[src/rtl/multicycle_ctrl.sv]
// Control FSM for the multi-cycle RV32I core: sequences FETCH/DECODE/EXEC/MEM/WB over a shared
// datapath, handshakes with a unified memory port, counts retired instructions, and traps.
module multicycle_ctrl #(
  parameter int unsigned MEM_TIMEOUT = 16,
  parameter int unsigned RET_W       = 32
) (
  input  logic             clk,
  input  logic             rst_n,
  input  logic [6:0]       opcode,
  input  logic [2:0]       funct3,
  input  logic             branch_taken,
  input  logic             mem_ready,
  output logic             mem_req,
  output logic             mem_we,
  output logic             ir_we,
  output logic             pc_we,
  output logic [1:0]       pc_src,
  output logic             reg_we,
  output logic [1:0]       wb_sel,
  output logic             alu_src_a,
  output logic             alu_src_b,
  output logic [2:0]       imm_sel,
  output logic [RET_W-1:0] retired,
  output logic             halted,
  output logic [2:0]       state
);

  typedef enum logic [2:0] {
    StRst    = 3'd0,
    StFetch  = 3'd1,
    StDecode = 3'd2,
    StExec   = 3'd3,
    StMem    = 3'd4,
    StWb     = 3'd5,
    StTrap   = 3'd6
  } state_e;

  localparam logic [6:0] OpR      = 7'b0110011;
  localparam logic [6:0] OpImm    = 7'b0010011;
  localparam logic [6:0] OpLoad   = 7'b0000011;
  localparam logic [6:0] OpStore  = 7'b0100011;
  localparam logic [6:0] OpBranch = 7'b1100011;
  localparam logic [6:0] OpJal    = 7'b1101111;
  localparam logic [6:0] OpJalr   = 7'b1100111;
  localparam logic [6:0] OpLui    = 7'b0110111;
  localparam logic [6:0] OpAuipc  = 7'b0010111;

  localparam int unsigned WaitW = $clog2(MEM_TIMEOUT + 1);
  localparam logic [WaitW-1:0] WaitLast = WaitW'(MEM_TIMEOUT - 1);

  state_e           state_q, state_d;
  logic [RET_W-1:0] retired_q;
  logic [WaitW-1:0] wait_q;
  logic             retire;
  logic             timeout;

  logic       legal, is_load, is_store, is_branch, use_imm;
  logic [2:0] imm_dec;
  logic [1:0] pc_src_wb, wb_sel_wb;

  always_comb begin
    legal     = 1'b1;
    imm_dec   = 3'd0;
    pc_src_wb = 2'd0;
    wb_sel_wb = 2'd0;
    use_imm   = 1'b0;
    unique case (opcode)
      OpR:      ;
      OpImm: begin
        imm_dec = (funct3 == 3'b001 || funct3 == 3'b101) ? 3'd5 : 3'd0;
        use_imm = 1'b1;
      end
      OpLoad: begin
        wb_sel_wb = 2'd1;
        use_imm   = 1'b1;
      end
      OpStore: begin
        imm_dec = 3'd1;
        use_imm = 1'b1;
      end
      OpBranch: imm_dec = 3'd2;
      OpJal: begin
        imm_dec   = 3'd3;
        pc_src_wb = 2'd1;
        wb_sel_wb = 2'd2;
      end
      OpJalr: begin
        pc_src_wb = 2'd2;
        wb_sel_wb = 2'd2;
        use_imm   = 1'b1;
      end
      OpLui: begin
        imm_dec   = 3'd4;
        wb_sel_wb = 2'd3;
      end
      OpAuipc: begin
        imm_dec = 3'd4;
        use_imm = 1'b1;
      end
      default: legal = 1'b0;
    endcase
  end

  assign is_load   = (opcode == OpLoad);
  assign is_store  = (opcode == OpStore);
  assign is_branch = (opcode == OpBranch);
  // A ready arriving in the last permitted wait cycle beats the timeout.
  assign timeout   = (wait_q == WaitLast) && !mem_ready;

  always_comb begin
    state_d   = state_q;
    mem_req   = 1'b0;
    mem_we    = 1'b0;
    ir_we     = 1'b0;
    pc_we     = 1'b0;
    pc_src    = 2'd0;
    reg_we    = 1'b0;
    wb_sel    = 2'd0;
    alu_src_a = 1'b0;
    alu_src_b = 1'b0;
    imm_sel   = 3'd0;
    halted    = 1'b0;
    retire    = 1'b0;
    if (state_q inside {StDecode, StExec, StMem, StWb}) imm_sel = imm_dec;
    if (state_q inside {StExec, StMem, StWb}) begin
      alu_src_a = (opcode == OpAuipc);
      alu_src_b = use_imm;
    end
    unique case (state_q)
      StRst: state_d = StFetch;
      StFetch: begin
        mem_req = 1'b1;
        if (mem_ready) begin
          ir_we   = 1'b1;
          state_d = StDecode;
        end else if (timeout) begin
          state_d = StTrap;
        end
      end
      StDecode: state_d = legal ? StExec : StTrap;
      StExec: begin
        if (is_branch) begin
          pc_we   = 1'b1;
          pc_src  = branch_taken ? 2'd1 : 2'd0;
          retire  = 1'b1;
          state_d = StFetch;
        end else if (is_load || is_store) begin
          state_d = StMem;
        end else begin
          state_d = StWb;
        end
      end
      StMem: begin
        mem_req = 1'b1;
        mem_we  = is_store;
        if (mem_ready) begin
          if (is_store) begin
            pc_we   = 1'b1;
            retire  = 1'b1;
            state_d = StFetch;
          end else begin
            state_d = StWb;
          end
        end else if (timeout) begin
          state_d = StTrap;
        end
      end
      StWb: begin
        reg_we  = 1'b1;
        pc_we   = 1'b1;
        pc_src  = pc_src_wb;
        wb_sel  = wb_sel_wb;
        retire  = 1'b1;
        state_d = StFetch;
      end
      StTrap: halted = 1'b1;
      default: state_d = StRst;
    endcase
  end

  always_ff @(posedge clk or negedge rst_n) begin
    if (!rst_n) begin
      state_q   <= StRst;
      retired_q <= '0;
      wait_q    <= '0;
    end else begin
      state_q <= state_d;
      if (retire) retired_q <= retired_q + RET_W'(1);
      // Any state change clears the counter, covering entry to FETCH and MEM.
      if (state_d != state_q)          wait_q <= '0;
      else if (mem_req && !mem_ready)  wait_q <= wait_q + WaitW'(1);
    end
  end

  assign retired = retired_q;
  assign state   = state_q;

endmodule
[config.mk]
export PLATFORM = sky130hd
export DESIGN_NAME = multicycle_ctrl
export DESIGN_NICKNAME = d
export VERILOG_FILES = /design/src/rtl/multicycle_ctrl.sv
export SDC_FILE = /design/constraint.sdc
export NUM_CORES = 1
export LEC_CHECK = 0
export BUFFER_PORTS_ARGS = -buffer_cell sky130_fd_sc_hd__buf_4
export CELL_PAD_IN_SITES_DETAIL_PLACEMENT = 0
export CELL_PAD_IN_SITES_GLOBAL_PLACEMENT = 1
export CORE_MARGIN = 5
export CORE_UTILIZATION = 40
export DETAILED_ROUTE_END_ITERATION = 7
export GPL_ROUTABILITY_DRIVEN = 0
export PLACE_DENSITY = 0.85
export SLEW_MARGIN = 20
export SYNTH_ARGS = -nofsm -noshare
export SYNTH_HDL_FRONTEND = slang
export SYNTH_SLANG_ARGS = --single-unit
[constraint.sdc]
create_clock -name clk -period 3.3 [get_ports clk]
set_input_delay 0.495 -clock clk [delete_from_list [all_inputs] [get_ports clk]]
set_output_delay 0.495 -clock clk [all_outputs]
set_load 0.005 [all_outputs]
==> results.sh <==
export IMPL_synth_edf_count=0
export IMPL_yosys_area_share_simple=0.281
export IMPL_cp_slowest_stage_delay_ps=540
export IMPL_vias=2011
export IMPL_critPathCaptureType="output pin"
export IMPL_synth_nets=256
export IMPL_grt_ovfl_total=0
export IMPL_track_usage=0.149
export IMPL_relSlewSlack=0.506
export IMPL_final_common_cell="buf_4"
export IMPL_post_route_min_period_ps=2480
export IMPL_slowest_stage="dfrtp_1"
export IMPL_num_antenna_cells=0
export IMPL_skew_ps=4.69
export IMPL_start_kind="flip-flop"
export IMPL_hold_slack_ps=172
export IMPL_htree_levels=2
export IMPL_clock_fmax_ghz=0.403
export IMPL_clk_pin_slew_ps=70
export IMPL_rsz0062_at_grt="no"
export IMPL_synth_fa_ha_area_frac=0.0159
export IMPL_cpMostUsedCell="buf_4"
export IMPL_status="finished clean"
export IMPL_regToRegSetupSlack_ps=1240
export IMPL_crit_family="flip-flops"
export IMPL_grt_max_degree=41
export IMPL_synth_distinct_cells=48
export IMPL_synthToLayoutAreaGrowth_pct=25.2
export IMPL_postRouteAntennaNets=0
export IMPL_cts_sinks=40
export IMPL_synth_compound_area_frac=0.0966
export IMPL_hp_class="input pin to asynchronous set/reset pin"
export IMPL_synthArstFlopShare=1.00
export IMPL_clockRootBuffer="clkbuf_8"
export IMPL_synth_top_family_by_area="simple AND/OR/NAND/NOR gates"
export IMPL_fin_nets=316
export IMPL_clock_path_buffers=2
export IMPL_cp_num_buf_inv=2
export IMPL_final_area_um2=2950
export IMPL_synthMuxAreaShare=0.0138
export IMPL_p_leak_uw=0.00132
export IMPL_ir_worst_vdd_v=0.000262
export IMPL_maxCapViolations=0
export IMPL_hpwlAfterDp_um=3970
export IMPL_finalSetupTns_ps=0
export IMPL_grt_pass1_wl_um=9200
export IMPL_io_pin_count=64
export IMPL_cts_hold_buf=0
export IMPL_totalWireLength_um=5410
export IMPL_netlist_area_um2=2360
export IMPL_tightest_slew_ps=735
export IMPL_die_width_um=86.8
export IMPL_drc=0
export IMPL_ys_seq_area_frac=0.425
export IMPL_clk_latency_ps=280
export IMPL_first_pass_iters=6
export IMPL_cts_made_buffers=5
export IMPL_viasPerCell=5.36
export IMPL_dieArea_um2=7530
export IMPL_netlist_instances=239
export IMPL_drt_iter0_drc=61
export IMPL_placed_area_um2=2860
export IMPL_slew_violations=0
export IMPL_antenna_found_initial=0
export IMPL_drive_gt1_frac=0.267
export IMPL_wl_per_cell_um=14.4
export IMPL_period_share=0.753
export IMPL_p_per_area_nw_per_um2=486
export IMPL_rows=28
export IMPL_die_height_um=86.8
export IMPL_cp_arrival_ps=1990
export IMPL_ys_ff_latch=40
export IMPL_syn_avg_cell_area_um2=9.86
export IMPL_final_cell_mix="buf_4 (63), dfrtp_1 (40), xnor2_1 (29)"
export IMPL_worstSetupPathType="flip-flop to output pin"
export IMPL_synth_flop_cell="dfrtp_1"
export IMPL_finalHoldViolations=0
export IMPL_critPathMaxFanout=20
export IMPL_required_ps=2800
export IMPL_ys_warnings_count=0
export IMPL_synth_xor_area_frac=0.130
export IMPL_post_cts_setup_buffers=0
export IMPL_post_cts_resized=0
export IMPL_setup_violations=0
export IMPL_crit_chain="and2b_1, a41oi_2, nor2_1, buf_4, buf_4"
export IMPL_grt_pass1_vias=1976
export IMPL_port_buffers=62
export IMPL_cts_tree="yes"
export IMPL_design_core_area_um2=5820
export IMPL_start_util=0.405
## synth_stat cells, drive strengths merged, types with 4 or more instances
| library cell | instances | area [µm²] |
|---|---|---|
| dfrtp | 40 | 1000 |
| xnor2 | 29 | 254 |
| nand3 | 21 | 105 |
| nor2 | 17 | 63.8 |
| nand2 | 14 | 52.6 |
| nand4 | 13 | 81.3 |
| a21oi | 11 | 55.1 |
| and3 | 11 | 68.8 |
| buf | 7 | 52.5 |
| inv | 7 | 26.3 |
| nor3 | 7 | 40.0 |
| xor2 | 6 | 52.6 |
| and4 | 5 | 43.8 |
| nor4 | 4 | 46.3 |
## power by group
group          internal, µW  switching (µW)
Combinational           222             239
Clock                   170             158
Sequential              543             102
Total                   936             499
## path summary, 6_finish.rpt
path / cells after the start / startpoint / end
max: 5 / state[1] / pc_we
min: 1 / rst_n / retired[10]
max reg2reg: 5 / retired[10] / retired[27]
min reg2reg: 1 / retired[31] / retired[31]
max in group asynchronous: 1 / rst_n / retired[5]
min in group clk: 1 / retired[31] / retired[31]
## worst reg2reg max path, stage by stage, from the launching register on
cell and delay (ps):
dfrtp_1 440, and4_1 290, nand4_1 190, nor3_1 660, nand4_1 210, xnor2_1 160
## cells by family (layout without fill, tap and decap cells)
kind of cell / Yosys count / after routing
AOI/OAI and AO/OA: 30 / 30
xor gates and xnor gates: 35 / 35
adders and majority gates: 3 / 3
buffers and inverters: 17 / 78
DFF: 40 / 40
muxes: 3 / 3
and+or+nand+nor: 111 / 111
## routing by layer
| layer | track usage | vias to the layer above | wire (µm) |
|---|---|---|---|
| li1 | - | 985 | - |
| met4 | 0.0340 | 0 | 31 |
| met1 | 0.197 | 968 | 2510 |
| met3 | 0.0352 | 4 | 315 |
| met5 | 0 | - | 0 |
| met2 | 0.246 | 54 | 2550 |
## stage by stage
stage / cells / utilization / setup WS (ps) / total power [µW]
finish: 375 / 0.507 / 817 / 1440
global route: 375 / 0.507 / 670 / 1540
CTS: 375 / 0.507 / 798 / 1450
detailed placement: 367 / 0.492 / 915 / 1120
global placement: 367 / 0.492 / 887 / 1120
floorplan: 239 / - / 1140 / 924
## sequential cells by signal, summed over array words and instances (netlist names)
signal   flops
retired     32
state        3
wait_q       5
## cell type report
| cell class | instances | area [µm²] |
|---|---|---|
| fill | 562 | 2870 |
| multi-input combinational | 182 | 1270 |
| sequential | 40 | 1000 |
| timing repair buffer | 63 | 473 |
| tap | 75 | 93.8 |
| clock buffer | 8 | 90.1 |
| inverter | 7 | 26.3 |
No activity file was read; power rests on OpenSTA's default activity.
